==> src/rtl/debounce_edge_pkg.sv <==
`default_nettype none
// ============================================================================
// Module      : debounce_edge_pkg
// Description : Shared definitions for the switch debouncer: FSM state
//               encoding and the default debounce counter width.
// Revision    : 1.0 - initial release
// ============================================================================
package debounce_edge_pkg;

    // Default counter width; the stable interval is 2**N clock cycles.
    localparam int c_N_DEFAULT = 20;

    // Debouncer FSM state encoding.
    typedef logic [1:0] state_t;
    localparam state_t c_ZERO  = 2'd0;  // debounced low, input agrees
    localparam state_t c_WAIT1 = 2'd1;  // debounced low, input high, timing
    localparam state_t c_ONE   = 2'd2;  // debounced high, input agrees
    localparam state_t c_WAIT0 = 2'd3;  // debounced high, input low, timing

endpackage
`default_nettype wire

==> src/rtl/sync_2ff.sv <==
`default_nettype none
// ============================================================================
// Module      : sync_2ff
// Description : Two-flop synchronizer that brings an asynchronous level into
//               the clk domain.
// Ports       : clk   - system clock
//               reset - synchronous active-high reset, clears both flops
//               d     - asynchronous input level
//               q     - synchronized output (second flop)
// Revision    : 1.0 - initial release
// ============================================================================
module sync_2ff (
    input  logic clk,
    input  logic reset,
    input  logic d,
    output logic q
);

    logic r_sync1;
    logic r_sync2;

    always_ff @(posedge clk) begin
        if (reset) begin
            r_sync1 <= 1'b0;
            r_sync2 <= 1'b0;
        end else begin
            r_sync1 <= d;
            r_sync2 <= r_sync1;
        end
    end

    assign q = r_sync2;

endmodule
`default_nettype wire

==> src/rtl/debounce_edge.sv <==
`default_nettype none
// ============================================================================
// Module      : debounce_edge
// Description : Switch/pushbutton debouncer. The raw level is synchronized,
//               then a four-state FSM requires the synchronized level to stay
//               at its new value for the whole 2**N-cycle interval before the
//               debounced level follows. A one-cycle tick marks each
//               debounced rising transition.
// Ports       : clk      - system clock, rising-edge active
//               reset    - synchronous active-high reset
//               sw       - raw asynchronous switch level
//               db_level - debounced level (registered FSM decode)
//               db_tick  - one-cycle pulse on debounced 0->1 transition
// Revision    : 1.0 - initial release
// ============================================================================
module debounce_edge
    import debounce_edge_pkg::*;
#(
    parameter int N = c_N_DEFAULT
) (
    input  logic clk,
    input  logic reset,
    input  logic sw,
    output logic db_level,
    output logic db_tick
);

    localparam logic [N-1:0] c_CNT_FULL = {N{1'b1}};

    logic         w_sw_s;
    state_t       r_state;
    state_t       w_state_nxt;
    logic [N-1:0] r_cnt;
    logic [N-1:0] w_cnt_nxt;
    logic         r_tick;
    logic         w_tick_nxt;

    sync_2ff u_sync (
        .clk   (clk),
        .reset (reset),
        .d     (sw),
        .q     (w_sw_s)
    );

    always_ff @(posedge clk) begin
        if (reset) begin
            r_state <= c_ZERO;
            r_cnt   <= '0;
            r_tick  <= 1'b0;
        end else begin
            r_state <= w_state_nxt;
            r_cnt   <= w_cnt_nxt;
            r_tick  <= w_tick_nxt;
        end
    end

    // Each WAIT state needs the counter to reach zero and then one more
    // agreeing sample, so a full 2**N agreeing samples after the load edge.
    // Any disagreeing sample abandons the wait; re-entry reloads the counter.
    always_comb begin
        w_state_nxt = r_state;
        w_cnt_nxt   = r_cnt;
        w_tick_nxt  = 1'b0;
        case (r_state)
            c_ZERO: begin
                if (w_sw_s) begin
                    w_state_nxt = c_WAIT1;
                    w_cnt_nxt   = c_CNT_FULL;
                end
            end
            c_WAIT1: begin
                if (!w_sw_s) begin
                    w_state_nxt = c_ZERO;
                end else if (r_cnt == '0) begin
                    w_state_nxt = c_ONE;
                    w_tick_nxt  = 1'b1;   // only the WAIT1->ONE path pulses
                end else begin
                    w_cnt_nxt = r_cnt - 1'b1;
                end
            end
            c_ONE: begin
                if (!w_sw_s) begin
                    w_state_nxt = c_WAIT0;
                    w_cnt_nxt   = c_CNT_FULL;
                end
            end
            c_WAIT0: begin
                if (w_sw_s) begin
                    w_state_nxt = c_ONE;
                end else if (r_cnt == '0) begin
                    w_state_nxt = c_ZERO;
                end else begin
                    w_cnt_nxt = r_cnt - 1'b1;
                end
            end
            default: begin
                w_state_nxt = c_ZERO;
            end
        endcase
    end

    assign db_level = (r_state == c_ONE) || (r_state == c_WAIT0);
    assign db_tick  = r_tick;

endmodule
`default_nettype wire

==> config.mk <==
export PLATFORM = sky130hd
export DESIGN_NAME = debounce_edge
export DESIGN_NICKNAME = d
export VERILOG_FILES = /design/src/rtl/debounce_edge_pkg.sv /design/src/rtl/sync_2ff.sv /design/src/rtl/debounce_edge.sv
export SDC_FILE = /design/constraint.sdc
export NUM_CORES = 1
export LEC_CHECK = 0
export ABC_AREA = 1
export CAP_MARGIN = 20
export CORE_MARGIN = 4
export CORE_UTILIZATION = 44
export CTS_CLUSTER_DIAMETER = 50
export DETAILED_ROUTE_END_ITERATION = 8
export MAX_ROUTING_LAYER = met4
export PLACE_DENSITY = 0.66
export SLEW_MARGIN = 10
export SYNTH_ARGS = -nofsm -noshare
export SYNTH_HDL_FRONTEND = slang
export SYNTH_SLANG_ARGS = --single-unit
==> constraint.sdc <==
create_clock -name clk -period 3.4 [get_ports clk]
set_input_delay 0.51 -clock clk [delete_from_list [all_inputs] [get_ports clk]]
set_output_delay 0.51 -clock clk [all_outputs]
set_load 0.05 [all_outputs]
* Word level (Yosys, flattened, before mapping)
Cells that the tools add are included.
** Word-level totals
- Flip-flop bits (word level) :: 25
- Input bits :: 3
- Output and inout port bits :: 2
- Word-level logic and storage cells :: 37
** Operators by class
- Add/sub/neg operators :: 1
- Equal/unequal tests :: 9
- Multiplexer cells :: 14
- Bitwise logic cells :: 2
- Reduce and logical (&&, ||, !) cells :: 6
** Operators with widths (number)
- 2-to-1 mux 20 bit :: 5
- one-hot mux 20 bit (4 select lines) :: 1
- logical NOT 20 bit :: 1
- subtractor 20 x 1 -> 20 bit (second input constant) :: 1
- 2-to-1 mux 2 bit :: 6
- one-hot mux 2 bit (4 select lines) :: 1
- AND reduction 4 bit :: 2
- == test 2 bit (second input constant) :: 2
- != test 2 x 1 -> 1 bit (second input constant) :: 2
- != test 2 bit (second input constant) :: 2
- != test 3 x 2 -> 1 bit (second input constant) :: 1
- != test 3 bit (second input constant) :: 1
- OR reduction 3 bit :: 1
- == test 2 x 1 -> 1 bit (second input constant) :: 1
- logical NOT 2 bit :: 1
- NOT 1 bit :: 2
- logical OR 1 bit :: 1
- 2-to-1 mux 1 bit :: 1

* Logic depth before layout (Yosys ltp)
Gate-level depths: netlist of run 1.
- Depth in word-level cells :: 4
- Gate-level depth with buffers :: 10
- Gate-level depth less buffers :: 9

* Hierarchy
A second synthesis of run 1 with hierarchy kept.
** Second synthesis, totals
- Cells, all modules :: 243
- Area total of the unflattened synthesis :: 1606.5 µm²
** By module, submodules not included
- debounce_edge :: times used 1, cells each 237, area an instance 1551.5 µm², sequential area each 460.4 µm²
- sync_2ff :: times used 1, cells each 6, area an instance 55.1 µm², sequential area each 40.0 µm²

* Least setup slack after synthesis of run 1
Ideal clock, no wire load.
- Kind :: register -> register
- Start :: reg r_cnt[0]
- End :: reg r_cnt[17]
- Library setup time :: 0.142 ns
- Data arrival time :: 1.239 ns
- Required time :: 3.258 ns
- Path slack :: 2.019 ns
- Cell stages (with the launch flop) :: 11
- Buffers on the path :: 1
- Clock period less this slack :: 1.381 ns
- Path through :: dfxtp_1 -> inv_1 -> ha_1 -> nand3_1 -> nor2_2 -> nand3_2 -> nand2_4 -> inv_2 -> buf_6 -> nand2_1 -> a21oi_2
** Between the ends
- Longest elaborated chain between the ends :: 4
- Elaborated cells on any way between the ends :: 6
- Those cells by class :: add/sub (1); mux (4); reduce/logical (1)
** RTL lines
- start, declared :: line debounce_edge.sv:33 : logic [N-1:0] r_cnt;
- start signal, assigned :: line debounce_edge.sv:52 : r_cnt <= w_cnt_nxt;
- subtractor 20 x 1 -> 20 bit or logical NOT 20 bit (tied branches)
- 2-to-1 mux 20 bit (*) :: line debounce_edge.sv:74, debounce_edge.sv:90
- 2-to-1 mux 20 bit (on tied branches) :: line debounce_edge.sv:88, debounce_edge.sv:72
- one-hot mux 20 bit (4 select lines) (*) :: line debounce_edge.sv:64 : case (r_state)
Every way passes the cells marked *; elsewhere a longest branch is shown, timed or not. The select of a mux whose other input is x is not followed.
A chain may end at the register's enable or synchronous reset.

==> reports/metrics.json, run 1 <==
{
  "post_synth_instance_area_um2": 1602,
  "final_max_slew_viol_count": 0,
  "clock_latency_ps": 320,
  "post-layout-total-power_uw": 684.4,
  "cts.sink_count": 25,
  "clock_tree_from_tritoncts": "yes",
  "grt_overflow": 0,
  "setup.worst_path.end_class": "primary output",
  "critical_path.startpoint_type": "flop",
  "p_leak_nw": 0.6503,
  "grt_pass1_vias": 1317,
  "crit_chain": "clkdlybuf4s50_1",
  "dpl_cell_area_um2": 1629,
  "synth.distinct_cells": 27,
  "num_vias": 1426,
  "grt_start_max_net_pins": 23,
  "timing.max_cap.violations": 0,
  "grt_antenna_before_repair": 0,
  "hold_path_class": "reg -> reg",
  "critPathArrivalTime_ps": 1520,
  "syn_nets": 249,
  "postCtsResizedCells": 0,
  "cp_max_stage_delay_ps": 810,
  "cts.hold.buffers_added": 0,
  "cp_data_required_time_ps": 2890,
  "grt_pass1_wl_mm": 5.692,
  "worst-setup-path-type": "reg -> out",
  "layout_min_cycle_time_ps": 2035,
  "chipHeight_um": 68.33,
  "avgRoutedWirePerCell_um": 11.27,
  "ir_drop_mv": 0.1630,
  "firstDrtPassIters": 4,
  "crit_fanout": 3,
  "n_antenna_cell": 0,
  "rsz0062_at_grt": "no",
  "clockBufferDepth": 2,
  "timing_worst_slew_pin_value_ps": 535.2,
  "die_span_x_um": 68.33,
  "portBuffers": 4,
  "clk_root_buffer_cell": "clkbuf_4",
  "cp_slowest_cell": "clkdlybuf4s50_1",
  "postCtsSetupRepairBufs": 0,
  "h-tree-depth": 1,
  "postRouteWirelength_mm": 3.268,
  "detail_route.drc_violations": 0,
  "initial_core_util_pct": 46.89,
  "vias_per_cell": 4.917,
  "yosysWarningCount": 0,
  "achievable-frequency_mhz": 491.4,
  "run_status": "completed",
  "groute.usage.overall_pct": 16.33,
  "detail_route.iter0.violations": 25,
  "netlist_instances": 244,
  "timing.critical_path.buf_inv": 1,
  "accumulated_negative_setup_slack_ps": 0,
  "drive_gt1_share_pct": 14.75,
  "final_area_um2": 1657,
  "cts_inserted_buffers": 3,
  "num_io_pins": 5,
  "num_rows": 21,
  "setup_viol": 0,
  "hold_viol_final": 0,
  "design.die.area_um2": 4669,
  "slew_headroom_pct": 64.21,
  "drt.antenna.violating_nets": 0,
  "syn_to_final_growth_pct": 3.438,
  "post_layout_nets": 250,
  "worst_setup_hold_path_clk_slew_ps": 140,
  "synth.yosys.seq_area_share_pct": 31.25,
  "fin_skew_ps": 5.836,
  "core-area_um2": 3416,
  "power.density_cell_area_nw_per_um2": 413.1,
  "global_placer_s_final_weighted_congestion": 0.7963,
  "hpwlAfterDp_mm": 2.244,
  "timing.critical_path.max_delay_family": "buffers and inverters",
  "ys_seq_elements": 25,
  "finalCritPeriodShare_pct": 59.85,
  "syn_area_per_cell_um2": 6.564
}
==> layout make-up <==
type                       instances  area [µm²]
clock inverter                     1       5.005
sequential                        25       500.5
inverter                          22       82.58
tap                               46       57.56
clock buffer                       3       22.52
multi-input combinational        187       933.4
timing repair buffer               6       55.05
fill                             376        1759
==> cell families (layout without fill, tap and decap cells) <==
| kind of cell | after synthesis | in the layout | synth area share (%) |
|---|---|---|---|
| simple gates | 160 | 160 | 44.77 |
| buf+inv | 32 | 32 | 10.47 |
| flops | 25 | 25 | 31.25 |
| compound gates | 24 | 24 | 11.41 |
| fa+ha+maj | 2 | 2 | 1.562 |
| xor+xnor | 1 | 1 | 0.5470 |
==> layout by cell type (no fill, tap or decap), drive strengths merged <==
master | synthesis | routed
nand2 | 84 | 84
nor2 | 34 | 34
nand3 | 28 | 28
dfxtp | 25 | 25
inv | 22 | 22
a21oi | 20 | 20
or2 | 5 | 5
nand4 | 4 | 4
clkdlybuf4s50 | 0 | 4
nand3b | 3 | 3
o21ai | 3 | 3
clkbuf | 6 | 3
ha | 2 | 2
buf | 4 | 2
nor3 | 2 | 2
xor2 | 1 | 1
a211oi | 1 | 1
clkinv | 0 | 1
==> report_power, final <==
part           switching, mW  internal [mW]  leakage, nW  total, mW
registers             0.0203          0.311        0.205      0.331
clock network         0.0933         0.0441       0.0177      0.137
logic                  0.140         0.0757        0.428      0.216
total                  0.254          0.431        0.650      0.684
==> path summary, 6_finish.rpt <==
path | slack, ps | depth (start not counted) | to | startpoint
worst max-delay path | 1370 | 1 | db_level | flop
worst min-delay path | 410 | 2 | u_sync.q | u_sync.r_sync1
worst max register to register | 1620 | 9 | r_cnt[19] | r_cnt[0]
worst min register to register | 410 | 2 | u_sync.q | u_sync.r_sync1
==> per-layer routing <==
layer / up-vias / global-route usage [%] / routed length, µm / share of wire [%]
li1: 775 / - / - / -
met1: 626 / 20.57 / 1718 / 53
met2: 21 / 27.08 / 1433 / 44
met3: 4 / 2.463 / 82 / 2.5
met4: 0 / 4.467 / 34 / 1.0
met5: - / - / 0 / 0
==> synthesized netlist by cell type <==
master / n / area share, %
a211oi_1: 1 / 0.47
a21oi_1: 4 / 1.3
a21oi_2: 16 / 8.7
buf_12: 2 / 2.5
buf_6: 2 / 1.4
clkbuf_1: 6 / 1.4
dfxtp_1: 25 / 31
ha_1: 2 / 1.6
inv_1: 21 / 4.9
inv_2: 1 / 0.23
nand2_1: 80 / 19
nand2_2: 3 / 1.2
nand2_4: 1 / 0.70
nand3_1: 27 / 8.4
nand3_2: 1 / 0.63
nand3b_1: 3 / 1.4
nand4_1: 4 / 1.6
nor2_1: 30 / 7.0
nor2_2: 2 / 0.78
nor2_4: 2 / 1.4
nor3_1: 1 / 0.31
nor3_2: 1 / 0.63
o21ai_0: 3 / 0.94
or2_0: 1 / 0.39
or2_1: 1 / 0.39
or2_2: 3 / 1.2
xor2_1: 1 / 0.55
==> flip-flops by register name, indices dropped and copies added (netlist names), named ones only <==
register	count
r_cnt	20
u_sync.r_sync1	1
u_sync.q	1
db_tick	1
r_state	1
==> metrics by stage <==
stage	setup slack, ps	instances	util, %	hold WS, ps
floorplan	2019	244	-	388.3
detailed placement	1514	286	47.69	399.3
CTS	1345	290	48.50	418.9
finish	1365	290	48.50	414.1
global placement	1523	286	47.69	395.3
global route	1297	290	48.50	435.0
Note: power is estimated with default switching activity, not from simulation.
==> run 2, diff against run 1 <==
--- a/config.mk
+++ b/config.mk
@@ -12,7 +12,7 @@
 export CTS_CLUSTER_DIAMETER = 50
 export DETAILED_ROUTE_END_ITERATION = 8
 export MAX_ROUTING_LAYER = met4
-export PLACE_DENSITY = 0.66
+export PLACE_DENSITY = 0.69
 export SLEW_MARGIN = 10
 export SYNTH_ARGS = -nofsm -noshare
 export SYNTH_HDL_FRONTEND = slang
==> constraint.sdc (replaced) <==
create_clock -name clk -period 1.8 [get_ports clk]
set_input_delay 0.27 -clock clk [delete_from_list [all_inputs] [get_ports clk]]
set_output_delay 0.27 -clock clk [all_outputs]
set_load 0.05 [all_outputs]
==> run 2 against run 1 <==
Critical path depth unchanged; sequential share of layout area down 0.45 points; critical path type unchanged; flip-flop and latch count unchanged; utilization grew 0.73 points; die area did not move; via count rose by 1.5%; global-route usage shrank 0.36 points; worst hold slack better by 0.98 ps; count of clock-buffer cells in the layout unchanged; combinational power up 91%; setup slack lost 1300 ps; design area is 1.5% higher.
==> reports/metrics.json, run 2 (synthesis results as in run 1) <==
{
  "run_status": "completed",
  "timing.critical_path.buf_inv": 1,
  "final_max_slew_viol_count": 0,
  "hpwlAfterDp_mm": 2.239,
  "layout.cells.most_common_list": "nand2_1, nor2_1, nand3_1",
  "detail_route.iter0.violations": 70,
  "vias_per_cell": 4.973,
  "groute.usage.overall_pct": 15.96,
  "grt_overflow": 0,
  "timing.max_cap.violations": 0,
  "finalCritPeriodShare_pct": 96.30,
  "avgRoutedWirePerCell_um": 11.06,
  "firstDrtPassIters": 4,
  "grt_start_max_net_pins": 26,
  "chipHeight_um": 68.33,
  "clock_tree_from_tritoncts": "yes",
  "timing.hold.ws_ps": 415.1,
  "syn_to_final_growth_pct": 5.000,
  "final_area_um2": 1682,
  "n_antenna_cell": 0,
  "post_layout_nets": 251,
  "critPathArrivalTime_ps": 1460,
  "critPathCapture": "db_tick",
  "crit_start": "db_tick",
  "regMostFlops": "r_cnt",
  "setup_viol": 0,
  "grt_antenna_before_repair": 0,
  "crit_fanout": 1,
  "timing.critical_path.max_delay_family": "buffers and inverters",
  "cp_data_required_time_ps": 1530,
  "rsz0062_at_grt": "no",
  "slew_headroom_pct": 66.55,
  "p_leak_nw": 0.6619,
  "cts_inserted_buffers": 3,
  "path_depth": 1,
  "critical_path.startpoint_type": "flop",
  "worst_setup_hold_path_clk_slew_ps": 150,
  "mostFrequentLayoutCell": "nand2_1",
  "global_placer_s_final_weighted_congestion": 0.7930,
  "ir_drop_mv": 0.4752,
  "cp_slowest_cell": "clkdlybuf4s50_1",
  "place.detailed.instances": 287,
  "grt_pass1_vias": 1245,
  "hold_path_class": "reg -> reg",
  "crit_chain": "clkdlybuf4s50_1",
  "largest_register_ffs": 20,
  "fin_skew_ps": 6.250,
  "reg2reg_slack_ps": 170,
  "clockBufferDepth": 2,
  "accumulated_negative_setup_slack_ps": 0,
  "postCtsSetupRepairBufs": 0,
  "fillerInstances": 354,
  "dpl_cell_area_um2": 1649,
  "achievable-frequency_mhz": 576.9,
  "drive_gt1_share_pct": 15.10,
  "die_span_x_um": 68.33,
  "postRouteWirelength_mm": 3.219,
  "rr_endpoint": "r_cnt[3]",
  "h-tree-depth": 1,
  "layoutNonFillerInstCount": 291,
  "initial_core_util_pct": 46.89,
  "worst-setup-path-type": "reg -> out",
  "detail_route.drc_violations": 0,
  "cts.sink_count": 25,
  "drt.antenna.violating_nets": 0,
  "num_rows": 21,
  "num_vias": 1447,
  "crit-reg2reg-launch": "r_cnt[0]",
  "num_io_pins": 5,
  "design.die.area_um2": 4669,
  "grt_pass1_wl_mm": 5.568,
  "hold_viol_final": 0,
  "clock_latency_ps": 330,
  "layout_min_cycle_time_ps": 1733,
  "cp_max_stage_delay_ps": 800,
  "power.density_cell_area_nw_per_um2": 778.5,
  "cts.hold.buffers_added": 0,
  "clk_root_buffer_cell": "clkbuf_4",
  "core-area_um2": 3416,
  "post-layout-total-power_mw": 1.309,
  "timing_worst_slew_pin_value_ps": 500.2,
  "timing.reg2reg.worst_path_depth": 9,
  "setup.worst_path.end_class": "primary output",
  "portBuffers": 4
}
[run 2: cell types whose count changed in the layout (fill, tap and decap cells not counted), sizes merged]
cell / delta
clkinv: -1
buf: +1
dlygate4sd2: +1
clkinvlp: +1
clkdlybuf4s50: -1
[run 2: metal layers]
layer / vias up / wire length, µm / GRT usage [%]
met1: 639 / 1603 / 21.35
met5: - / 0 / -
met4: 0 / 21 / 2.978
li1: 779 / - / -
met3: 2 / 137 / 3.448
met2: 27 / 1457 / 24.91
[run 2: through the flow]
step	utilization (%)	setup WS [ps]
after detailed placement	48.28	211.6
after CTS	49.12	52.27
after global routing	49.23	15.15
after global placement	48.28	239.8
final	49.23	66.59
after floorplan	-	419.0
[run 2: final cells by class]
type	instances	area, µm²	area share, %
clock inverter	1	7.507	0.4464
timing repair buffer	7	77.57	4.613
multi-input combinational	187	933.4	55.51
sequential	25	500.5	29.76
clock buffer	3	22.52	1.339
tap	46	57.56	3.423
inverter	22	82.58	4.911
[run 2: power breakdown]
group | switching, mW | internal [mW] | total (mW) | leakage [nW]
combinational | 0.264 | 0.148 | 0.412 | 0.443
clock | 0.187 | 0.0852 | 0.272 | 0.0139
sequential | 0.0379 | 0.587 | 0.625 | 0.205
total | 0.489 | 0.821 | 1.31 | 0.662
[run 2: how the worst min path moves through the flow]
stage	from	end	slack, ps	cells after the start
2_1_floorplan	sw	u_sync.r_sync1	380	2
3_3_place_gp	u_sync.r_sync1	u_sync.q	390	2
3_5_place_dp	u_sync.r_sync1	u_sync.q	400	2
4_1_cts	u_sync.r_sync1	u_sync.q	420	2
5_1_grt	u_sync.r_sync1	u_sync.q	450	2
6_report	u_sync.r_sync1	u_sync.q	420	2
[run 2: what timing repair did]
item | CTS | global route
resized for setup | 1 | 1
setup endpoints to repair | 1 | 3
pin swaps | 0 | 0
==> run 3, diff against run 2 <==
--- a/config.mk
+++ b/config.mk
@@ -13,6 +13,7 @@
 export DETAILED_ROUTE_END_ITERATION = 8
 export MAX_ROUTING_LAYER = met4
 export PLACE_DENSITY = 0.69
+export SKIP_CTS_REPAIR_TIMING = 1
 export SLEW_MARGIN = 10
 export SYNTH_ARGS = -nofsm -noshare
 export SYNTH_HDL_FRONTEND = slang
==> run 3 against run 2 <==
Clock power barely moved; register-to-register slack about the same; count of clock-buffer cells in the layout unchanged; critical path depth did not move; wire length shrank 0.22%; utilization is 0.11 points higher; design area up 0.22%.
==> reports/metrics.json, run 3 (synthesis results as in run 1) <==
{
  "run_status": "completed",
  "crit_chain": "clkdlybuf4s50_1",
  "avgRoutedWirePerCell_um": 11.04,
  "initial_core_util_pct": 46.89,
  "timing.max_cap.violations": 0,
  "rsz0062_at_grt": "no",
  "cp_slowest_cell": "clkdlybuf4s50_1",
  "post_layout_nets": 251,
  "timing.critical_path.max_delay_family": "buffers and inverters",
  "detail_route.iter0.violations": 79,
  "groute.usage.overall_pct": 15.96,
  "layoutNonFillerInstCount": 291,
  "ir_drop_mv": 0.4676,
  "design.die.area_um2": 4669,
  "fin_skew_ps": 2.631,
  "grt_pass1_wl_mm": 5.568,
  "cp_data_required_time_ps": 1530,
  "finalCritPeriodShare_pct": 96.32,
  "clk_root_buffer_cell": "clkbuf_4",
  "hpwlAfterDp_mm": 2.239,
  "global_placer_s_final_weighted_congestion": 0.7930,
  "portBuffers": 4,
  "cts.sink_count": 25,
  "postRouteWirelength_mm": 3.212,
  "chipHeight_um": 68.33,
  "slew_headroom_pct": 66.53,
  "crit_fanout": 1,
  "firstDrtPassIters": 5,
  "layout_min_cycle_time_ps": 1734,
  "h-tree-depth": 1,
  "core-area_um2": 3416,
  "clock_latency_ps": 330,
  "grt_overflow": 0,
  "setup.worst_path.end_class": "primary output",
  "place.detailed.instances": 287,
  "p_leak_nw": 0.6757,
  "mostFrequentLayoutCell": "nand2_1",
  "drt.antenna.violating_nets": 0,
  "cp_max_stage_delay_ps": 800,
  "drive_gt1_share_pct": 15.10,
  "layout.cells.most_common_list": "nand2_1, nor2_1, nand3_1",
  "regMostFlops": "r_cnt",
  "num_io_pins": 5,
  "setup_viol": 0,
  "achievable-frequency_mhz": 576.8,
  "detail_route.drc_violations": 0,
  "critPathArrivalTime_ps": 1460,
  "clockBufferDepth": 2,
  "cts_inserted_buffers": 3,
  "grt_start_max_net_pins": 26,
  "vias_per_cell": 5.000,
  "power.density_cell_area_nw_per_um2": 775.3,
  "die_span_x_um": 68.33,
  "timing.critical_path.buf_inv": 1,
  "setup_slack_ps": 66.24,
  "largest_register_ffs": 20,
  "syn_to_final_growth_pct": 5.235,
  "num_vias": 1455,
  "clock_tree_from_tritoncts": "yes",
  "final_max_slew_viol_count": 0,
  "preCtsSetupSlack_ps": 211.6,
  "timing_worst_slew_pin_value_ps": 500.4,
  "worst-setup-path-type": "reg -> out",
  "n_antenna_cell": 0,
  "worst_setup_hold_path_clk_slew_ps": 150,
  "hold_path_class": "reg -> reg",
  "utilization_pct": 49.34,
  "hold_viol_final": 0,
  "grt_antenna_before_repair": 0,
  "fillerInstances": 355,
  "num_rows": 21,
  "grt_pass1_vias": 1245,
  "critical_path.startpoint_type": "flop"
}
==> run 3: cell count changes in the layout (fill, tap and decap cells not counted) <==
| cell | previous run | this run |
|---|---|---|
| dlygate4sd2_1 | 1 | 0 |
| dlymetal6s2s_1 | 0 | 1 |
==> run 3: power breakdown <==
group / switching (mW) / total [mW] / internal [mW]
clock: 0.184 / 0.269 / 0.0852
combinational: 0.264 / 0.412 / 0.148
sequential: 0.0381 / 0.625 / 0.587
==> run 3: final timing paths <==
check	start	end	slack, ps	depth (start not counted)
setup / recovery	db_tick	db_tick	70	1
hold / removal	u_sync.r_sync1	u_sync.q	410	2
setup reg to reg	r_cnt[0]	r_cnt[3]	180	9
hold reg to reg	u_sync.r_sync1	u_sync.q	410	2
==> run 3: layout make-up <==
class | count | area, µm² | share of cell area, %
flip-flops and latches | 25 | 500.5 | 29.70
repair buffers | 7 | 81.33 | 4.826
inverters | 22 | 82.58 | 4.900
well taps | 46 | 57.56 | 3.415
clock buffers | 3 | 22.52 | 1.336
clock inverters | 1 | 7.507 | 0.4454
multi-input cells | 187 | 933.4 | 55.38
==> run 3: tightest hold or removal path: cells and delay by family, from the launching register on <==
kind	cells	cell delay (ps)
and+or+nand+nor	1	30
DFF	1	330
buffers and inverters	1	40
==> run 3: through the flow <==
step | setup TNS [ps] | area (µm²) | hold slack, ps | total power, mW
after floorplan | 0 | 1602 | 377.0 | 0.9779
after global placement | 0 | 1649 | 388.4 | 1.042
after detailed placement | 0 | 1649 | 397.7 | 1.047
after global routing | 0 | 1685 | 447.9 | 1.408
after CTS | -39.98 | 1679 | 417.7 | 1.320
final | 0 | 1685 | 413.7 | 1.307
==> run 3: per-layer routing <==
layer / global-route usage [%] / part of all wire, % / vias up
li1: - / - / 779
met1: 21.35 / 50 / 650
met2: 24.91 / 45 / 24
met3: 3.448 / 3.5 / 2
met4: 2.978 / 0.65 / 0
met5: - / 0 / -
